### src/rtl/stopwatch_pkg.sv
// Shared types and constants for the stopwatch timebase: FSM states,
// BCD digit widths/limits and the packed time-of-day record.
package stopwatch_pkg;

  localparam int DIV_DEFAULT = 10000;

  localparam int T_W = 3;
  localparam int O_W = 4;

  localparam logic [O_W-1:0] MAX_9 = 4'd9;
  localparam logic [T_W-1:0] MAX_5 = 3'd5;

  typedef enum logic [1:0] {
    IDLE    = 2'd0,
    RUNNING = 2'd1,
    PAUSED  = 2'd2,
    LAP     = 2'd3
  } state_t;

  typedef struct packed {
    logic [T_W-1:0] min_t;
    logic [O_W-1:0] min_o;
    logic [T_W-1:0] sec_t;
    logic [O_W-1:0] sec_o;
    logic [O_W-1:0] cs_t;
    logic [O_W-1:0] cs_o;
  } bcd_time_t;

  localparam bcd_time_t TIME_MAX = '{
    min_t: MAX_5, min_o: MAX_9, sec_t: MAX_5,
    sec_o: MAX_9, cs_t: MAX_9, cs_o: MAX_9
  };

endpackage

### src/rtl/stopwatch_controller_if.sv
// Button inputs and display/status outputs between the button conditioning
// logic (master) and the stopwatch controller (slave).
interface stopwatch_controller_if;
  import stopwatch_pkg::*;

  logic           btn_start_stop;
  logic           btn_lap;
  logic           btn_clear;
  logic [T_W-1:0] disp_min_t;
  logic [O_W-1:0] disp_min_o;
  logic [T_W-1:0] disp_sec_t;
  logic [O_W-1:0] disp_sec_o;
  logic [O_W-1:0] disp_cs_t;
  logic [O_W-1:0] disp_cs_o;
  logic           running;
  logic           lap_active;
  logic           overflow;
  logic           tick;

  modport master (
    output btn_start_stop, btn_lap, btn_clear,
    input  disp_min_t, disp_min_o, disp_sec_t, disp_sec_o, disp_cs_t, disp_cs_o,
    input  running, lap_active, overflow, tick
  );

  modport slave (
    input  btn_start_stop, btn_lap, btn_clear,
    output disp_min_t, disp_min_o, disp_sec_t, disp_sec_o, disp_cs_t, disp_cs_o,
    output running, lap_active, overflow, tick
  );

endinterface

### src/rtl/tick_prescaler.sv
// Free-running divide-by-DIV prescaler with hold (en low) and clear;
// tick is high for the single enabled cycle at terminal count.
module tick_prescaler
  import stopwatch_pkg::*;
#(
  parameter int DIV   = DIV_DEFAULT,
  parameter int CNT_W = 14
) (
  input  logic clk_in,
  input  logic res,
  input  logic en,
  input  logic clr,
  output logic tick
);

  localparam logic [CNT_W-1:0] LAST = CNT_W'(DIV - 1);

  logic [CNT_W-1:0] count;

  always_ff @(posedge clk_in) begin
    if (res || clr) begin
      count <= '0;
    end else if (en) begin
      count <= (count == LAST) ? '0 : count + CNT_W'(1);
    end
  end

  assign tick = en && (count == LAST);

endmodule

### src/rtl/stopwatch_controller.sv
// Stopwatch sequencing: button edge detection, IDLE/RUNNING/PAUSED/LAP FSM,
// BCD mm:ss.cc cascade with lap snapshot and sticky overflow.
module stopwatch_controller
  import stopwatch_pkg::*;
#(
  parameter int DIV   = DIV_DEFAULT,
  parameter int CNT_W = 14
) (
  input  logic clk_in,
  input  logic res,
  stopwatch_controller_if.slave bus
);

  state_t    state, state_nxt;
  bcd_time_t cnt, cnt_nxt;
  bcd_time_t snap, snap_nxt;
  bcd_time_t disp;
  logic      ovf, ovf_nxt;
  logic      ss_q, lap_q, clr_q;
  logic      evt_ss, evt_lap, evt_clr;
  logic      presc_en, presc_clr, tick;

  function automatic bcd_time_t bcd_inc(input bcd_time_t t);
    bcd_time_t r;
    logic      carry;
    r     = t;
    carry = 1'b1;
    if (t.cs_o == MAX_9) r.cs_o = '0;
    else begin r.cs_o = t.cs_o + 4'd1; carry = 1'b0; end
    if (carry) begin
      if (t.cs_t == MAX_9) r.cs_t = '0;
      else begin r.cs_t = t.cs_t + 4'd1; carry = 1'b0; end
    end
    if (carry) begin
      if (t.sec_o == MAX_9) r.sec_o = '0;
      else begin r.sec_o = t.sec_o + 4'd1; carry = 1'b0; end
    end
    if (carry) begin
      if (t.sec_t == MAX_5) r.sec_t = '0;
      else begin r.sec_t = t.sec_t + 3'd1; carry = 1'b0; end
    end
    if (carry) begin
      if (t.min_o == MAX_9) r.min_o = '0;
      else begin r.min_o = t.min_o + 4'd1; carry = 1'b0; end
    end
    if (carry) begin
      if (t.min_t == MAX_5) r.min_t = '0;
      else r.min_t = t.min_t + 3'd1;
    end
    return r;
  endfunction

  // Edge detect: the _q flops preset to 1 so a button held through reset is not an event
  assign evt_ss  = bus.btn_start_stop & ~ss_q;
  assign evt_lap = bus.btn_lap        & ~lap_q;
  assign evt_clr = bus.btn_clear      & ~clr_q;

  assign presc_en = (state == RUNNING) || (state == LAP);

  tick_prescaler #(.DIV(DIV), .CNT_W(CNT_W)) u_presc (
    .clk_in (clk_in),
    .res    (res),
    .en     (presc_en),
    .clr    (presc_clr),
    .tick   (tick)
  );

  always_comb begin
    state_nxt = state;
    cnt_nxt   = tick ? bcd_inc(cnt) : cnt;
    snap_nxt  = snap;
    ovf_nxt   = ovf | (tick && (cnt == TIME_MAX));
    presc_clr = 1'b0;
    // Events a state ignores do not block lower-priority ones it handles
    case (state)
      IDLE: begin
        if (evt_ss) begin
          state_nxt = RUNNING;
          presc_clr = 1'b1;
        end
      end
      RUNNING: begin
        if (evt_ss) begin
          state_nxt = PAUSED;
        end else if (evt_lap) begin
          state_nxt = LAP;
          snap_nxt  = cnt;
        end
      end
      LAP: begin
        if (evt_ss)       state_nxt = PAUSED;
        else if (evt_lap) state_nxt = RUNNING;
      end
      PAUSED: begin
        if (evt_clr) begin
          state_nxt = IDLE;
          cnt_nxt   = '0;
          ovf_nxt   = 1'b0;
          presc_clr = 1'b1;
        end else if (evt_ss) begin
          state_nxt = RUNNING;
        end
      end
      default: state_nxt = IDLE;
    endcase
  end

  always_ff @(posedge clk_in) begin
    if (res) begin
      state <= IDLE;
      ss_q  <= 1'b1;
      lap_q <= 1'b1;
      clr_q <= 1'b1;
      cnt   <= '0;
      snap  <= '0;
      ovf   <= 1'b0;
    end else begin
      state <= state_nxt;
      ss_q  <= bus.btn_start_stop;
      lap_q <= bus.btn_lap;
      clr_q <= bus.btn_clear;
      cnt   <= cnt_nxt;
      snap  <= snap_nxt;
      ovf   <= ovf_nxt;
    end
  end

  assign disp = (state == LAP) ? snap : cnt;

  assign bus.disp_min_t = disp.min_t;
  assign bus.disp_min_o = disp.min_o;
  assign bus.disp_sec_t = disp.sec_t;
  assign bus.disp_sec_o = disp.sec_o;
  assign bus.disp_cs_t  = disp.cs_t;
  assign bus.disp_cs_o  = disp.cs_o;
  assign bus.running    = presc_en;
  assign bus.lap_active = (state == LAP);
  assign bus.overflow   = ovf;
  assign bus.tick       = tick;

endmodule
### src/flat_wrapper.sv
// flat-port wrapper written by rule: the top's interface ports become plain ports
module stopwatch_controller_flat import stopwatch_pkg::*;
#(
  parameter int DIV   = DIV_DEFAULT,
  parameter int CNT_W = 14
)
  (clk_in, res, bus_btn_start_stop, bus_btn_lap, bus_btn_clear, bus_disp_min_t, bus_disp_min_o, bus_disp_sec_t, bus_disp_sec_o, bus_disp_cs_t, bus_disp_cs_o, bus_running, bus_lap_active, bus_overflow, bus_tick);
  stopwatch_controller_if bus_i ();
  input  logic clk_in;
  input  logic res;
  input wire logic [$bits(bus_i.btn_start_stop)-1:0] bus_btn_start_stop;
  input wire logic [$bits(bus_i.btn_lap)-1:0] bus_btn_lap;
  input wire logic [$bits(bus_i.btn_clear)-1:0] bus_btn_clear;
  output wire logic [$bits(bus_i.disp_min_t)-1:0] bus_disp_min_t;
  output wire logic [$bits(bus_i.disp_min_o)-1:0] bus_disp_min_o;
  output wire logic [$bits(bus_i.disp_sec_t)-1:0] bus_disp_sec_t;
  output wire logic [$bits(bus_i.disp_sec_o)-1:0] bus_disp_sec_o;
  output wire logic [$bits(bus_i.disp_cs_t)-1:0] bus_disp_cs_t;
  output wire logic [$bits(bus_i.disp_cs_o)-1:0] bus_disp_cs_o;
  output wire logic [$bits(bus_i.running)-1:0] bus_running;
  output wire logic [$bits(bus_i.lap_active)-1:0] bus_lap_active;
  output wire logic [$bits(bus_i.overflow)-1:0] bus_overflow;
  output wire logic [$bits(bus_i.tick)-1:0] bus_tick;
  assign bus_i.btn_start_stop = bus_btn_start_stop;
  assign bus_i.btn_lap = bus_btn_lap;
  assign bus_i.btn_clear = bus_btn_clear;
  assign bus_disp_min_t = bus_i.disp_min_t;
  assign bus_disp_min_o = bus_i.disp_min_o;
  assign bus_disp_sec_t = bus_i.disp_sec_t;
  assign bus_disp_sec_o = bus_i.disp_sec_o;
  assign bus_disp_cs_t = bus_i.disp_cs_t;
  assign bus_disp_cs_o = bus_i.disp_cs_o;
  assign bus_running = bus_i.running;
  assign bus_lap_active = bus_i.lap_active;
  assign bus_overflow = bus_i.overflow;
  assign bus_tick = bus_i.tick;
  stopwatch_controller #(.DIV(DIV), .CNT_W(CNT_W)) u_core (.clk_in(clk_in), .res(res), .bus(bus_i));
endmodule
### config.mk
export PLATFORM = sky130hd
export DESIGN_NAME = stopwatch_controller_flat
export DESIGN_NICKNAME = d
export VERILOG_FILES = /design/src/rtl/stopwatch_pkg.sv /design/src/rtl/stopwatch_controller_if.sv /design/src/rtl/tick_prescaler.sv /design/src/rtl/stopwatch_controller.sv /design/src/flat_wrapper.sv
export SDC_FILE = /design/constraint.sdc
export NUM_CORES = 1
export LEC_CHECK = 0
export CAP_MARGIN = 10
export CORE_ASPECT_RATIO = 2
export CORE_MARGIN = 5
export CORE_UTILIZATION = 50
export CTS_CLUSTER_DIAMETER = 60
export DETAILED_ROUTE_END_ITERATION = 7
export PLACE_DENSITY = 0.76
export SYNTH_ARGS = -nofsm -noshare
export SYNTH_HDL_FRONTEND = slang
export SYNTH_SLANG_ARGS = --single-unit
### constraint.sdc
create_clock -name clk_in -period 1.94 [get_ports clk_in]
set_input_delay 0.388 -clock clk_in [delete_from_list [all_inputs] [get_ports clk_in]]
set_output_delay 0.388 -clock clk_in [all_outputs]
set_load 0.01 [all_outputs]
# Word level (Yosys, flattened, before mapping)
# Cells that the tools add are included.
# op_classes
add_sub_neg	7
multipliers	0
n_div	0
order_cmp	0
eq_ne	13
shifts	0
mux	37
bitwise	8
reduce_logical	7
# ops
cell	count
two-way mux 22 bit	4
two-way mux 4 bit	7
== test 22 bit, second input constant	1
adder 4 x 1 -> 4 bit, second input constant	4
== test 4 bit, second input constant	4
adder 14 x 1 -> 14 bit, second input constant	1
== test 14 bit, second input constant	1
two-way mux 14 bit	1
two-way mux 1 bit	13
two-way mux 2 bit	6
two-way mux 3 bit	4
one-hot mux 2 bit (4 select lines)	1
adder 3 x 1 -> 3 bit, second input constant	2
== test 3 bit, second input constant	2
inequality test 3 x 1 -> 1 bit, second input constant	2
== test 2 bit, second input constant	2
NOT 1 bit	4
AND 1 bit	3
AND reduction 3 bit	1
== test 2 x 1 -> 1 bit, second input constant	1
logical AND 1 bit	2
zero test 2 bit	1
logical OR 1 bit	2
one-hot mux 1 bit (2 select lines)	1
2 further kinds	2
# totals
regBits	64
latchBits	0
ram_bits	0
rom_bits	0
output_inout_bits	26
word_cells	90
memories	0

# Depth between registers and ports, before layout
# Gate-level depths: netlist of the first run.
# depth
ltp_word	10
ltp_mapped	7

# Modules after synthesis
# Synthesis of the first run repeated with hierarchy kept, for this count alone.
# hier_totals
cells_unflattened	341
area_unflattened_um2	3050.4
# modules_own_cells
mod	n_inst	cells_each	area_each_um2	seq_area_each_um2
stopwatch_controller	1	266	2388.5	1001.0
tick_prescaler	1	75	661.9	280.3

# Worst setup path before layout of the first run
# Ideal clock, no wire load.
# synth_timing
kind	reg-to-reg
startpoint	reg u_core.u_presc.count[7]
endpoint	reg u_core.u_presc.count[0]
setup_time_ps	115
arrival_time_ps	1822
setup_slack_ps	3
stages_incl_launch_ff	6
path_buffers	1
path_cell_list	dfxtp_1 -> or4_4 -> nor4_2 -> nand3b_1 -> buf_4 -> nor2_1
# synth_via
elab_chain_len	2
# synth_lines
element	line	source
from (decl)	tick_prescaler.sv:18	logic [CNT_W-1:0] count;
from (signal assigned)	tick_prescaler.sv:24	count <= (count == LAST) ? '0 : count + CNT_W'(1);
== test 14 bit	tick_prescaler.sv:24	
two-way mux 14 bit	tick_prescaler.sv:24	
# Every way passes these cells.
# A chain may end at the register's enable or synchronous reset.

# Worst setup path after layout of the first run
# layout_timing
startpoint	reg u_core.u_presc.count[6]
endpoint	out bus_tick
# layout_via
elab_chain_len	2
# layout_lines
element	line	source
== test 14 bit	tick_prescaler.sv:28	assign tick = en && (count == LAST);
logical AND 1 bit	tick_prescaler.sv:28	
to (decl)	flat_wrapper.sv:23	output wire logic [$bits(bus_i.tick)-1:0] bus_tick;
# Every way passes these cells.

==> results of run 1 <==
cells in the mapped netlist (all sizes together) (2+ instances only):
master  number
a21oi        9
nor2        61
nor4         3
xnor2        8
nand4b       3
xor2        15
o21a         2
and3         2
o21ai       11
nor3b        2
nor2b        4
nand3b       4
inv          8
or2          4
clkbuf      11
nand2       27
nand3        7
nand4        7
nand2b       4
nor3         4
mux2        17
buf          5
and3b        2
mux2i       30
or3b         2
or3          3
dfxtp       64
how the worst max path moves through the flow:
stage / from / to / cells past startpoint
after global placement: u_core.u_presc.count[7] / bus_tick / 3
after global routing: u_core.u_presc.count[6] / u_core.cnt[17] / 8
final: u_core.u_presc.count[6] / bus_tick / 4
after floorplan: u_core.u_presc.count[7] / u_core.u_presc.count[0] / 5
after detailed placement: u_core.u_presc.count[7] / u_core.cnt[3] / 7
after CTS: u_core.u_presc.count[11] / u_core.cnt[17] / 9
flip-flops by register name, indices dropped and copies added (netlist names):
name,cells
u_core.cnt,22
u_core.snap,22
u_core.u_presc.count,14
u_core.state,2
u_core.bus.overflow,1
u_core.clr_q,1
u_core.lap_q,1
u_core.ss_q,1
power breakdown:
part / total (W) / internal [W] / switching, W / leakage (nW)
Sequential: 0.00133 / 0.00132 / 0.00000375 / 0.518
Clock: 0.00161 / 0.00106 / 0.000555 / 0.150
Combinational: 0.0000960 / 0.0000460 / 0.0000500 / 1.26
timing repair:
action,CTS,global route
setup endpoints to repair,41,36
pin swaps,13,9
resized for setup,52,24
buffers inserted,8,2
critical path, cell delays in order, from the launching register on:
cell and delay (ps):
dfxtp_2 320, or4_4 540, buf_4 160, nor4_4 140, buf_2 170
metrics by stage:
step,util [%],std cells
after global placement,61.33,446
after CTS,67.85,470
final,68.96,470
after global routing,68.96,470
after floorplan,-,331
after detailed placement,61.33,446
cell families after synthesis:
family          share of synthesized area, %
simple gates                           26.25
compound gates                         5.324
flops                                  41.93
fa+ha+maj                             0.4094
xor+xnor                               6.593
buf+inv                                3.399
mux                                    16.09
placed cells by master (no fill, tap or decap), types with 6 or more instances in the layout:
cell | Yosys | layout
dfxtp_1 | 64 | 61
nor2_1 | 60 | 60
buf_4 | 1 | 34
mux2i_1 | 30 | 30
nand2_1 | 27 | 23
mux2_2 | 17 | 17
xor2_1 | 15 | 15
dlygate4sd2_1 | 0 | 14
o21ai_0 | 11 | 9
clkbuf_16 | 0 | 9
buf_6 | 1 | 9
inv_1 | 8 | 8
xnor2_1 | 8 | 8
a21oi_1 | 9 | 7
clkdlybuf4s15_1 | 0 | 7
nand4_1 | 6 | 6
clkdlybuf4s50_1 | 0 | 6
routing by layer:
metal | track usage (%) | wire, um | up-vias
met1 | 18.85 | 2573 | 1240
met4 | 9.610 | 141 | 0
met5 | 0 | 0 | -
li1 | - | - | 1279
met2 | 35.11 | 4083 | 37
met3 | 4.833 | 227 | 12
area by class of cell:
cell class	count	area, um2
Clock buffer	13	260.3
Clock inverter	3	40.04
Fill cell	466	1864
Inverter	8	30.03
Multi-Input combinational cell	243	1763
Sequential cell	64	1285
Tap cell	63	78.83
Timing Repair Buffer	76	684.4
==> reports/qor.csv, run 1 <==
metric,value,unit
status,"finished, violations left",
violations,setup timing,
ys_types,48,
max_clock_freq,487.3,MHz
synth_top_cell_by_area,dfxtp_1,
synth_top_area_share,41.93,%
netlist_area,0.003055,mm2
postCtsHoldBufs,0,
path_max_fanout,2,
drv_cap,0,
fin_ws,-112.3,ps
drtAntennaViolNets,0,
synth_cells,331,
drt_iter0_markers,108,
hp-class,reg -> reg,
area_delta_synth_final,35.54,%
nets,408,
start_kind,flop,
timing.rr.end,u_core.cnt[17],
rsz0062_at_grt,true,
synth.area.top_cells,"dfxtp_1, mux2i_1, nor2_1, mux2_2, xor2_1",
io_pins,31,
totalPowerFinal,0.003037,W
fp.dieW,65.28,um
worst_pin_slew,509.2,ps
min_path_cells,1,
grt_pass1_wl,11410,um
final_area,0.004141,mm2
gp_congestion,0.8462,
end_kind,primary output,
hp-start,u_core.bus.overflow,
dpl_cell_area,0.003684,mm2
via_per_inst,5.464,
worstSetupPathType,reg -> out,
path_clk_slew,50,ps
tritoncts,built,
cts_made_buffers,9,
vias,2568,
worst-r2r-cell-count,8,
finalCritPeriodShare,105.8,%
grt_overflow_total,0,
die_area,0.007869,mm2
first_pass_iters,4,
clockBufferDepth,2,
p_per_area,733.4,mW/mm2
rows,40,
yosys_warnings,0,
routed_wl,7025,um
ys.flop_type,dfxtp_1,
drc,0,
holdPathEnd,u_core.bus.overflow,
clk_latency,330,ps
finalClockSkew,6.538,ps
ir_drop,0.6660,mV
fin_hold_ws,482.1,ps
initial_utilization,50.87,%
cp.required,1550,ps
synth-seq-cells,64,
setup_tns,-887.9,ps
hpwl,4859,um
avgRoutedWirePerCell,14.95,um
grt_max_degree,23,
drv_slew,0,
maxSlewHeadroom,65.59,%
antenna_found_initial,0,
report.final.setup_viol,18,
grt_pass1_vias,2482,
hold_viol,0,
chipHeight,120.6,um
async_flop_share,0,%
pre_cts_ws,-199.9,ps
root_buffer,clkbuf_16,
core_area,0.006006,mm2
syn_avg_cell_area,9.231,um2
cts_max_level,3,
leakagePower,1.930,nW
synthesis.nets,337,
drive_gt1_share,28.01,%
timing.final.crit_period,2052,ps
io_buffers,30,
numClockSinks,64,
r2r_start,u_core.u_presc.count[6],
seq_area_frac_synth,41.93,%
synth-edff-count,0,
antenna_cells,0,
grt.total_usage,19.01,%
arrival,1660,ps
reg2reg_slack,-100,ps
Note: power is estimated with default switching activity, not from simulation.
==> inputs of run 2 (changes only) <==
Settings changed: ABC_AREA set to 1.
==> run 2 against run 1 <==
The flow now finishes without violations. Wire length down 1.1%. First-iteration DRC count increased by 81%. Power decreased by 2.6%. Clock skew fell by 2.2 ps. Worst setup slack improved by 200 ps. Global-route usage down 0.29 points. Combinational power up 20%. Largest cell class unchanged. Largest power group unchanged.
==> reports/qor.csv, run 2 <==
metric,value,unit,change
status,completed,,
area_delta_synth_final,23.65,%,
synthesis.nets,481,,+43%
slowest_delay,540,ps,about the same
synth_cells,475,,+44%
grt.total_usage,18.72,%,-0.29 points
rows,41,,+2.5%
worst_path_most_repeated_cell,buf_4,,
synth.area.top_cells,"dfxtp_1, nand2_1, o21ai_0, inv_1, a21oi_1",,
setup_tns,0,ps,+887.9 ps
synthAdderAreaFrac,0.3989,%,-0.011 points
io_pins,31,,unchanged
drt_iter0_markers,195,,+81%
final_cell_mix,"nand2_1, dfxtp_1, inv_1",,
clk_latency,330,ps,about the same
drv_slew,0,,unchanged
syn_avg_cell_area,6.604,um2,-28%
path_max_fanout,6,,+4
crit_slowest_cell,clkdlybuf4s50_1,,
post_cts_buffers,0,,-8
leakagePower,1.575,nW,-18%
reg_top3,"u_core.cnt: 22 flops, u_core.snap: 22 flops, u_core.u_presc.count: 14 flops",,
gp_congestion,0.9284,,+9.7%
io_buffers,30,,unchanged
hold_viol,0,,unchanged
cts_made_buffers,9,,unchanged
initial_utilization,50.53,%,-0.34 points
ys.flop_type,dfxtp_1,,
routed_wl,6946,um,-1.1%
path_clk_slew,50,ps,about the same
seq_area,0.001281,mm2,-0.29%
netlist_area,0.003137,mm2,+2.7%
synth-simple-area-share,30.39,%,+4.1 points
first_pass_iters,4,,unchanged
hp-class,reg -> reg,,
synth.area.mux_share,0,%,-16 points
grt_pass1_vias,2657,,+7.1%
end_kind,primary output,,
clockBufferDepth,2,,unchanged
chipHeight,122.0,um,+1.2%
avgRoutedWirePerCell,11.44,um,-23%
grt_max_degree,46,,+100%
cp.required,1550,ps,about the same
antenna_found_initial,0,,unchanged
async_flop_share,0,%,unchanged
synth_common_cells,"nand2_1, dfxtp_1, inv_1, nor2_1, o21ai_0",,
ys_types,28,,-42%
rsz0062_at_grt,false,,
dpl_cell_area,0.003627,mm2,-1.5%
report.final.setup_viol,0,,-18
synth_xor_area_share,1.396,%,-5.2 points
multiInputGateArea,0.001535,mm2,-13%
hpwl,4956,um,+2.0%
numClockSinks,64,,unchanged
drive_gt1_share,11.32,%,-17 points
via_per_inst,4.985,,-8.8%
drc,0,,unchanged
worst_pin_slew,324.6,ps,-184.6 ps
final_area,0.003879,mm2,-6.3%
p_per_area,762.7,mW/mm2,+4.0%
synth-edff-count,0,,unchanged
antenna_cells,0,,unchanged
maxSlewHeadroom,78.28,%,+13 points
root_buffer,clkbuf_16,,
seq_area_frac_synth,40.85,%,-1.1 points
yosysMostFrequentCell,nand2_1,,
arrival,1460,ps,-200 ps
timing.final.crit_period,1852,ps,-200.6 ps
die_area,0.008053,mm2,+2.3%
yosys_warnings,0,,unchanged
synth-seq-cells,64,,unchanged
max_clock_freq,540.0,MHz,+11%
drv_cap,0,,unchanged
synth_compound_area_share,16.59,%,+11 points
start_kind,flop,,
grt_overflow_total,0,,unchanged
cts_max_level,3,,unchanged
synth_top_cell_by_area,dfxtp_1,,
fp.dieW,66.01,um,+1.1%
synth_top_family_by_area,simple AND/OR/NAND/NOR gates,,
worstSetupPathType,reg -> out,,
grt_pass1_wl,11690,um,+2.5%
crit_chain,buf_4 -> buf_4 -> clkdlybuf4s50_1,,
nets,524,,+28%
finalClockSkew,4.344,ps,-2.194 ps
mostFrequentLayoutCell,nand2_1,,
vias,3026,,+18%
core_area,0.006207,mm2,+3.4%
finalCritPeriodShare,95.45,%,-10 points
drtAntennaViolNets,0,,unchanged
tritoncts,built,,
synth_top_area_share,40.85,%,-1.1 points
ir_drop,0.7221,mV,+8.4%
n_fill_cell,593,,+27%
[run 2: changes by cell type after synthesis, moves of 14 or more]
cell | before | now
inv_1 | 8 | 61
nor3_1 | 3 | 17
mux2_2 | 17 | 0
nand3_1 | 5 | 20
nand2_1 | 27 | 95
o21ai_0 | 11 | 49
a21oi_1 | 9 | 45
mux2i_1 | 30 | 0
[run 2: where the power goes]
group	switching (W)	internal, W
clock	0.000541	0.000968
combinational	0.0000691	0.0000456
sequential	0.00000478	0.00133
total	0.000615	0.00234
[run 2: repair_timing]
action	CTS	global route
gates resized for setup	26	4
hold endpoints to repair	0	0
gates cloned	0	0
hold buffers	0	0
endpoints found under the setup margin	23	3
[run 2: path summary, 6_finish.rpt]
| path | from | end | slack (ps) | cells after the start |
|---|---|---|---|---|
| max | u_core.state[0] | bus_running | 90 | 3 |
| min | u_core.snap[6] | u_core.snap[6] | 440 | 2 |
| max reg2reg | u_core.u_presc.count[1] | u_core.cnt[21] | 230 | 11 |
| min reg2reg | u_core.snap[6] | u_core.snap[6] | 440 | 2 |
[run 2: stage by stage]
stage               hold slack, ps  util, %  cells  setup WS [ps]  power (W)
global route                 463.6    62.49    607          7.978   0.003057
finish                       441.6    62.49    607          88.28   0.002958
global placement             431.8    58.44    593          77.88   0.001474
CTS                          445.9    62.49    607          1.618   0.002989
detailed placement           437.7    58.44    593          41.81   0.001476
floorplan                    424.2        -    475          455.0   0.001432
[run 2: logic make-up (layout without fill, tap and decap cells)]
group	after synthesis	count (layout)
buffers and inverters	85	131
XOR/XNOR	5	5
AND/OR/NAND/NOR	218	218
flip-flops	64	64
adder cells (fa/ha/maj)	1	1
AO/OA/AOI/OAI	102	102
[run 2: per-layer routing]
metal  up-vias  track usage [%]  routed length (um)
met5         -                0                   0
met4         0            9.669                 148
met3        11            5.074                 426
met2        75            28.54                3202
met1      1330            23.93                3168
li1       1610                -                   -
[run 2: final cells by class]
class / instances / share of cell area (%)
clock buffers: 9 / 5.806
inverters: 72 / 6.968
repair buffers: 45 / 10.55
clock inverters: 5 / 1.290
multi-input cells: 326 / 39.58
flip-flops and latches: 64 / 33.03
well taps: 86 / 2.774
[run 2: worst max-delay path, delay by kind of cell (launching register included)]
family	cells	cell delay (ps)
buf+inv	3	790
flops	1	350
==> inputs of run 3 (changes only) <==
Settings changed: CAP_MARGIN 10 to not set.
==> results of run 3 <==
No change in the layout: final DEF, timing and power equal those of run 2.
